--- src/rtl/polaris_prefetch_if.sv ---
// polaris_prefetch_if -- I-bus and fetch-stage signal bundle for polaris_prefetch.
//   master : the prefetch queue (drives iadr_o/isiz_o/istb_o, ivalid_o/iinst_o/ipc_o)
//   slave  : the environment (I-bus slave plus sequencer fetch stage)
// Signals:
//   iadr_o/isiz_o/istb_o, iack_i/idat_i     I-bus request / completion
//   redir_i/redir_pc_i                      flush and refetch from target
//   iready_i, ivalid_o/iinst_o/ipc_o        head-of-queue handshake
//   ierr_i, ifault_o, cause_o               only with POLARIS_PREFETCH_ERR_EN
// XLEN must match the XLEN of the polaris_prefetch instance it connects to.
interface polaris_prefetch_if #(
  parameter int unsigned XLEN = 64
);
  logic [XLEN-1:0] iadr_o;
  logic [1:0]      isiz_o;
  logic            istb_o;
  logic            iack_i;
  logic [31:0]     idat_i;
  logic            redir_i;
  logic [XLEN-1:0] redir_pc_i;
  logic            iready_i;
  logic            ivalid_o;
  logic [31:0]     iinst_o;
  logic [XLEN-1:0] ipc_o;
`ifdef POLARIS_PREFETCH_ERR_EN
  logic            ierr_i;
  logic            ifault_o;
  logic [3:0]      cause_o;
`endif

  modport master (
    output iadr_o, isiz_o, istb_o, ivalid_o, iinst_o, ipc_o,
`ifdef POLARIS_PREFETCH_ERR_EN
    output ifault_o, cause_o,
    input  ierr_i,
`endif
    input  iack_i, idat_i, redir_i, redir_pc_i, iready_i
  );

  modport slave (
    input  iadr_o, isiz_o, istb_o, ivalid_o, iinst_o, ipc_o,
`ifdef POLARIS_PREFETCH_ERR_EN
    input  ifault_o, cause_o,
    output ierr_i,
`endif
    output iack_i, idat_i, redir_i, redir_pc_i, iready_i
  );
endinterface

--- src/rtl/polaris_prefetch.sv ---
// polaris_prefetch -- instruction prefetch queue between the Polaris I-master
// bus and the sequencer fetch stage. Sequential 32-bit words are fetched ahead
// of execution into a DEPTH-entry FIFO of {pc, inst} pairs; a redirect flushes
// the queue and restarts fetch at the (word-aligned) target.
// Ports:
//   clk_i     clock, all state changes on the rising edge
//   reset_ni  synchronous active-low reset; all outputs forced to 0 while low
//   bus       polaris_prefetch_if.master (I-bus request side + fetch handshake)
// Optional feature macro: POLARIS_PREFETCH_ERR_EN
//   adds ierr_i / ifault_o / cause_o; FIFO carries a fault flag. A bus error
//   queues a fault entry (cause 1) and stalls fetch until redirect; a redirect
//   to a misaligned target queues a fault entry (cause 0) without a bus cycle.
//   Without it, redir_pc_i[1:0] is ignored and bus errors are unsupported.
module polaris_prefetch #(
  parameter int unsigned     XLEN      = 64,
  parameter int unsigned     DEPTH     = 4,
  parameter logic [XLEN-1:0] RESET_VEC = 64'hFFFF_FFFF_FFFF_FF00
) (
  input  logic               clk_i,
  input  logic               reset_ni,
  polaris_prefetch_if.master bus
);
  localparam int unsigned AW = $clog2(DEPTH);
  localparam int unsigned CW = $clog2(DEPTH + 1);

  typedef enum logic {
    FETCH,
    DISCARD
  } state_t;

  state_t          state;
  logic [XLEN-1:0] fpc;
  logic [XLEN-1:0] adr_q;
  logic            open_q;
  logic [CW-1:0]   count;
  logic [AW-1:0]   rd_ptr;
  logic [AW-1:0]   wr_ptr;

  logic [XLEN-1:0] mem_pc   [DEPTH];
  logic [31:0]     mem_inst [DEPTH];

  logic            stb;
  logic            hold;
  logic            push;
  logic            pop;
  logic            valid;
  logic [XLEN-1:0] cur_adr;
  logic            bus_err;
  logic            stopped;
  logic            misaligned;

`ifdef POLARIS_PREFETCH_ERR_EN
  logic mem_fault [DEPTH];
  logic mem_cause [DEPTH];

  assign bus_err    = bus.ierr_i;
  assign misaligned = |bus.redir_pc_i[1:0];
`else
  logic unused_redir_lsb;

  assign bus_err          = 1'b0;
  assign stopped          = 1'b0;
  assign misaligned       = 1'b0;
  assign unused_redir_lsb = ^bus.redir_pc_i[1:0];
`endif

  // An open cycle keeps its captured address; this is also what DISCARD
  // presents while fpc already holds the redirect target.
  assign cur_adr = open_q ? adr_q : fpc;
  assign stb     = reset_ni & (open_q | ((state == FETCH) && (count < CW'(DEPTH)) && !stopped));
  // Bus has seen the request but not completed it: must not be aborted.
  assign hold    = stb & ~bus.iack_i;
  assign push    = stb & bus.iack_i & (state == FETCH) & ~bus.redir_i;
  assign valid   = reset_ni & (count != '0);
  assign pop     = valid & bus.iready_i & ~bus.redir_i;

  assign bus.istb_o   = stb;
  assign bus.iadr_o   = stb ? cur_adr : '0;
  assign bus.isiz_o   = stb ? 2'b10 : 2'b00;
  assign bus.ivalid_o = valid;
  assign bus.iinst_o  = valid ? mem_inst[rd_ptr] : '0;
  assign bus.ipc_o    = valid ? mem_pc[rd_ptr] : '0;
`ifdef POLARIS_PREFETCH_ERR_EN
  assign bus.ifault_o = valid & mem_fault[rd_ptr];
  assign bus.cause_o  = {3'b000, valid & mem_fault[rd_ptr] & mem_cause[rd_ptr]};
`endif

  always_ff @(posedge clk_i) begin
    if (!reset_ni) begin
      state  <= FETCH;
      fpc    <= RESET_VEC;
      adr_q  <= '0;
      open_q <= 1'b0;
      count  <= '0;
      rd_ptr <= '0;
      wr_ptr <= '0;
`ifdef POLARIS_PREFETCH_ERR_EN
      stopped <= 1'b0;
`endif
    end else begin
      open_q <= hold;
      if (hold) begin
        adr_q <= cur_adr;
      end
      if (bus.redir_i) begin
        // A redirect that lands on an acked cycle simply drops its data;
        // one that lands on a still-open cycle must wait it out in DISCARD.
        state  <= hold ? DISCARD : FETCH;
        fpc    <= {bus.redir_pc_i[XLEN-1:2], 2'b00};
        rd_ptr <= '0;
`ifdef POLARIS_PREFETCH_ERR_EN
        stopped <= misaligned;
`endif
        if (misaligned) begin
          count  <= CW'(1);
          wr_ptr <= AW'(1);
        end else begin
          count  <= '0;
          wr_ptr <= '0;
        end
      end else begin
        if ((state == DISCARD) && bus.iack_i) begin
          state <= FETCH;
        end
        if (push) begin
          wr_ptr <= wr_ptr + AW'(1);
          if (!bus_err) begin
            fpc <= fpc + XLEN'(4);
          end
`ifdef POLARIS_PREFETCH_ERR_EN
          if (bus_err) begin
            stopped <= 1'b1;
          end
`endif
        end
        if (pop) begin
          rd_ptr <= rd_ptr + AW'(1);
        end
        count <= count + CW'(push) - CW'(pop);
      end
    end
  end

  always_ff @(posedge clk_i) begin
    if (reset_ni) begin
      if (bus.redir_i && misaligned) begin
        mem_pc[0]   <= bus.redir_pc_i;
        mem_inst[0] <= '0;
`ifdef POLARIS_PREFETCH_ERR_EN
        mem_fault[0] <= 1'b1;
        mem_cause[0] <= 1'b0;
`endif
      end else if (push) begin
        mem_pc[wr_ptr]   <= fpc;
        mem_inst[wr_ptr] <= bus_err ? '0 : bus.idat_i;
`ifdef POLARIS_PREFETCH_ERR_EN
        mem_fault[wr_ptr] <= bus_err;
        mem_cause[wr_ptr] <= bus_err;
`endif
      end
    end
  end
endmodule

--- src/flat_wrapper.sv ---
// flat-port wrapper written by rule: the top's interface ports become plain ports
module polaris_prefetch_flat 
#(
  parameter int unsigned     XLEN      = 64,
  parameter int unsigned     DEPTH     = 4,
  parameter logic [XLEN-1:0] RESET_VEC = 64'hFFFF_FFFF_FFFF_FF00
)
  (clk_i, reset_ni, bus_iadr_o, bus_isiz_o, bus_istb_o, bus_ivalid_o, bus_iinst_o, bus_ipc_o, bus_iack_i, bus_idat_i, bus_redir_i, bus_redir_pc_i, bus_iready_i);
  polaris_prefetch_if #(.XLEN(XLEN)) bus_i ();
  input  logic clk_i;
  input  logic reset_ni;
  output wire logic [$bits(bus_i.iadr_o)-1:0] bus_iadr_o;
  output wire logic [$bits(bus_i.isiz_o)-1:0] bus_isiz_o;
  output wire logic [$bits(bus_i.istb_o)-1:0] bus_istb_o;
  output wire logic [$bits(bus_i.ivalid_o)-1:0] bus_ivalid_o;
  output wire logic [$bits(bus_i.iinst_o)-1:0] bus_iinst_o;
  output wire logic [$bits(bus_i.ipc_o)-1:0] bus_ipc_o;
  input wire logic [$bits(bus_i.iack_i)-1:0] bus_iack_i;
  input wire logic [$bits(bus_i.idat_i)-1:0] bus_idat_i;
  input wire logic [$bits(bus_i.redir_i)-1:0] bus_redir_i;
  input wire logic [$bits(bus_i.redir_pc_i)-1:0] bus_redir_pc_i;
  input wire logic [$bits(bus_i.iready_i)-1:0] bus_iready_i;
  assign bus_iadr_o = bus_i.iadr_o;
  assign bus_isiz_o = bus_i.isiz_o;
  assign bus_istb_o = bus_i.istb_o;
  assign bus_ivalid_o = bus_i.ivalid_o;
  assign bus_iinst_o = bus_i.iinst_o;
  assign bus_ipc_o = bus_i.ipc_o;
  assign bus_i.iack_i = bus_iack_i;
  assign bus_i.idat_i = bus_idat_i;
  assign bus_i.redir_i = bus_redir_i;
  assign bus_i.redir_pc_i = bus_redir_pc_i;
  assign bus_i.iready_i = bus_iready_i;
  polaris_prefetch #(.XLEN(XLEN), .DEPTH(DEPTH), .RESET_VEC(RESET_VEC)) u_core (.clk_i(clk_i), .reset_ni(reset_ni), .bus(bus_i));
endmodule
--- config.mk ---
export PLATFORM = sky130hd
export DESIGN_NAME = polaris_prefetch_flat
export DESIGN_NICKNAME = d
export VERILOG_FILES = /design/src/rtl/polaris_prefetch_if.sv /design/src/rtl/polaris_prefetch.sv /design/src/flat_wrapper.sv
export SDC_FILE = /design/constraint.sdc
export NUM_CORES = 1
export LEC_CHECK = 0
export ABC_AREA = 1
export CORE_ASPECT_RATIO = 1.75
export CORE_MARGIN = 4
export CORE_UTILIZATION = 31
export CTS_CLUSTER_SIZE = 10
export DETAILED_ROUTE_END_ITERATION = 10
export PLACE_DENSITY = 0.62
export SLEW_MARGIN = 10
export SYNTH_ARGS = -nofsm -noshare
export SYNTH_HDL_FRONTEND = slang
export SYNTH_SLANG_ARGS = --single-unit
--- constraint.sdc ---
create_clock -name clk_i -period 6.7 [get_ports clk_i]
set_input_delay 1.005 -clock clk_i [delete_from_list [all_inputs] [get_ports clk_i]]
set_output_delay 1.005 -clock clk_i [all_outputs]
set_load 0.02 [all_outputs]
Yosys cells after proc, flatten, opt, wreduce, memory -nomap -nowiden
Memories as Yosys holds them, arrays and structs flattened. A register that Yosys moved wholly into a read port is not among the register bits.
Cells that the tools add are included.
{ "word_totals": {"regBits": 137, "mem_bits_rw": 384, "mem_count": 2, "out_inout_bits": 164} }
{ "mem_list": {"columns": ["name", "depth", "width", "rd", "rd_clocked_by_memory_dff", "write_ports", "line", "source"], "rows": [
  ["u_core.mem_pc", 4, 64, 1, 1, 1, "polaris_prefetch.sv:39", "logic [XLEN-1:0] mem_pc [DEPTH];"],
  ["u_core.mem_inst", 4, 32, 1, 1, 1, "polaris_prefetch.sv:40", "logic [31:0] mem_inst [DEPTH];"]
]} }
{ "classes": {"magnitude_cmp": 1, "add_sub_neg": 5, "bitwise": 13, "mux": 17, "n_reduce_logical": 6} }
{ "ops": {"columns": ["operator", "n"], "rows": [
  ["2-to-1 mux 64 bit", 5],
  ["adder 64 x 3 -> 64 bit, second input constant", 1],
  ["2-to-1 mux 32 bit", 1],
  ["2-to-1 mux 2 bit", 5],
  ["bitwise AND 1 bit", 8],
  ["2-to-1 mux 1 bit", 6],
  ["adder 2 x 1 -> 2 bit, second input constant", 2],
  ["NOT 1 bit", 4],
  ["nonzero test 2 bit", 2],
  ["adder 3 x 1 -> 3 bit", 1],
  ["less-than comparator 3 bit, second input constant", 1],
  ["nonzero test 3 bit", 1],
  ["subtractor 3 x 1 -> 3 bit", 1],
  ["logical AND 1 bit", 2],
  ["OR reduction 2 bit", 1],
  ["OR 1 bit", 1]
]} }

Longest topological paths before layout
{ "logic_depth": {"depth_word": 10, "ltp_mapped": 15, "mapped_depth_nobuf": 12} }

Worst setup path after synthesis
OpenSTA, ideal clock, no wires.
{ "synth_path": {"path_type": "input to register", "start": "in reset_ni", "end": "mem u_core.mem_inst[0][0] (enable)", "setup_ps": 548, "stages": 9, "setup_slack_ps": 342, "arrival_ps": 5810, "path_cell_list": "buf_2 > nand2_1 > inv_2 > nand3_2 > buf_6 > nor2_8 > inv_2 > buf_6 > nor2_1"} }
{ "synth_via": {"elab_chain_cells": 7} }
{ "synth_rtl": {"columns": ["item", "line", "source"], "rows": [
  ["from (decl)", "flat_wrapper.sv:11", "input logic reset_ni;"],
  ["bitwise AND 1 bit", "polaris_prefetch.sv:70", "assign stb = reset_ni & (open_q | ((state == FETCH) && (count < CW'(DEPTH)) && !stopped));"],
  ["via bus_istb_o", "flat_wrapper.sv:14", "output wire logic [$bits(bus_i.istb_o)-1:0] bus_istb_o;"],
  ["bitwise AND 1 bit (3 in series)", "polaris_prefetch.sv:73", "assign push = stb & bus.iack_i & (state == FETCH) & ~bus.redir_i;"],
  ["2-to-1 mux 1 bit", "polaris_prefetch.sv:153", "end else if (push) begin"],
  ["2-to-1 mux 1 bit", "polaris_prefetch.sv:145", "if (reset_ni) begin"],
  ["2-to-1 mux 1 bit", "polaris_prefetch.sv:155", "mem_inst[wr_ptr] <= bus_err ? '0 : bus.idat_i;"],
  ["to (decl)", "polaris_prefetch.sv:40", null]
]} }
The timed path passes the listed nets, and every way through them passes these cells.

==> summary.txt <==
first-pass GRT wire length - 105500 um
area of the die - 79240 um2
1st-pass router iterations - 6
Slew @ Worst Pin - 1.047 ns
CTS max path bufs - 3
IO Count - 265
synth top area cells - edfxtp_1 49%, dfxtp_1 12%, nor2_1 9.1%, o21ai_0 5.9%, nand2_1 5.8%
synth unique cells - 40
register area share after synthesis - 0.6065
status - finished clean
fin util - 0.3831
fin crit share - 0.7405
#FFs+latches synth - 513
CTS Hold Bufs - 0
FFs w/ async S/R, synth - 0
Post-synth top cells - 562 x nor2_1, 376 x edfxtp_1, 358 x nand2_1
CTS Sinks - 513
largest net degree at the start of global routing - 102
Die W - 214.5 um
Max transition margin - 0.3023
grt total ovfl - 0
net switching power - 1.783 mW
core area - 73990 um2
DP HPWL - 46880 um
CP Max Fanout - 44
drt drc - 0
Setup-failing EPs final - 0
Total Routing Usage GR - 0.1742
DRT antenna net count - 0
routability congestion estimate - 0.9415
Max-Cap Viols - 0
total number of vias - 18.20k
drt wl/cell - 19.41 um
Hold WC Path Type - reg2reg
Ys Warns - 0
sw frac - 0.2484
depth of the CTS H-tree - 2
Final #Nets - 2838
CP startpoint kind - register
Fillers - 7317
Max Freq - 0.2015 GHz
leak pwr - 10.31 nW
Worst setup EP type - output pin
antenna violations before repair - 4
ys flop type - edfxtp_1
Worst EP required - 5.69 ns
total power - 7.176 mW
Setup TNS - 0 ns
std cell rows - 132
Reg power frac - 0.507
P_int - 5.394 mW
Pins Over Slew Limit - 0
Clock power frac - 0.394
Resize count post-CTS - 0
post-CTS setup buffers - 0
post-synth top area cell - edfxtp_1
VDD IR max - 0.0002007 V
CTS root buf - clkbuf_16
post-synthesis area per instance - 9.196 um2
clock-pin slew on the worst setup and hold paths - 0.06 ns
area grow syn2layout - 22.51%
total wire length - 71720 um
CP Class - reg2out
latest clock arrival within the worst-skew pair - 0.65 ns
Final Skew - 0.04771 ns
PD cells - 253.2 nW/um2
Netlist Area Pre-Place - 23140 um2
die height - 369.4 um
dpl cells - 3607
Vias per Instance - 4.923
vias in the first global route - 17.22k
Non-Filler Instances - 3696
Iter 0 DRT Violations - 1438
share of cells above drive strength 1 - 0.05624
post-synth top area share - 0.4880
clock buffer count from CTS - 58
most common cell in the synthesized netlist - nor2_1
CTS tree - yes
Syn Inst Count - 2516
Initial Util - 0.3127
RSZ-0062 raised after global routing - no
Gate power share - 0.099
Worst EP arrival - 3.96 ns
IO Port Bufs - 259
EDFF count, synth - 376
Hold Vio Cnt, Final - 0
Final min period - 4.962 ns
==> sequential cells by signal, indices dropped and copies added (netlist names), named ones only <==
name,flops
u_core.adr_q,64
u_core.fpc,62
u_core.rd_ptr,2
u_core.mem_pc,248
u_core.mem_inst,128
u_core.count,3
u_core.state,1
u_core.wr_ptr,2
u_core.open_q,1
==> kinds of logic after synthesis <==
logic type | synth area share
xor+xnor | 0.008328
compound gates | 0.1378
fa+ha+maj | 0.004651
other cells | 0.0001621
flops | 0.6065
buf+inv | 0.05835
simple gates | 0.1842
==> path summary, 6_finish.rpt <==
path                        start                    end  slack [ns]  cells past startpoint
hold reg to reg   u_core.adr_q[0]        u_core.adr_q[0]        0.46                      2
hold / removal    u_core.adr_q[0]        u_core.adr_q[0]        0.46                      2
setup reg to reg    u_core.open_q  u_core.mem_inst[3][3]        2.88                      9
setup / recovery         register          bus_ipc_o[55]        1.74                      7
==> area by class of cell <==
type	instances	area, um2	share of cell area
antenna	2	5.005	0.0001766
clock buffer	83	1577	0.05562
clock inverter	4	73.82	0.002604
inverter	180	680.7	0.02401
multi-input combinational	1680	7801	0.2752
sequential	513	14040	0.4955
tap	938	1174	0.04140
timing repair buffer	296	2990	0.1055
==> critical path, cell delays in order, from the launching register on <==
cell,delay [ns]
dfxtp_4,0.72
clkinv_2,0.55
buf_4,0.47
buf_4,0.36
nor2_1,0.13
o21ai_0,0.12
a21oi_1,0.23
clkdlybuf4s50_1,0.63
==> cells in the final DEF, fill, tap and decap left out, types with 7 or more instances in the layout <==
cell / n
a21oi_1: 216
buf_12: 10
buf_4: 27
clkbuf_1: 23
clkbuf_16: 59
clkdlybuf4s50_1: 258
dfxtp_1: 134
edfxtp_1: 376
ha_1: 7
inv_1: 167
inv_2: 9
nand2_1: 356
nand3_1: 85
nand4_1: 13
nor2_1: 558
nor2_2: 12
nor2_4: 9
nor3_1: 7
o211ai_1: 8
o21a_1: 62
o21ai_0: 273
o21ai_1: 13
xnor2_1: 10
xor2_1: 12
==> per-layer routing <==
metal | vias up | track usage | routed length (um) | part of all wire
met2 | 599 | 0.3067 | 35500 | 0.49
met5 | - | 0 | 12 | 0.00017
li1 | 8869 | - | - | -
met3 | 139 | 0.02358 | 3206 | 0.045
met4 | 2 | 0.07910 | 3166 | 0.044
met1 | 8587 | 0.2122 | 29840 | 0.42
==> stage by stage <==
stage	worst slack, ns	hold slack, ns	area (um2)
after floorplan	0.3415	0.4326	23140
after global placement	1.628	0.4375	26690
after detailed placement	1.544	0.4503	26690
after CTS	1.623	0.4600	28340
after global routing	1.476	0.4748	28340
final	1.738	0.4583	28350
==> power groups by stage <==
stage	Sequential [mW]	Combinational, mW	Clock, mW
2_1_floorplan	3.64	0.429	0
3_3_place_gp	3.70	0.707	0
3_5_place_dp	3.70	0.711	0
4_1_cts	3.64	0.716	2.90
5_1_grt	3.65	0.788	3.02
6_report	3.64	0.712	2.83
Power figures use the tool's default switching activity.
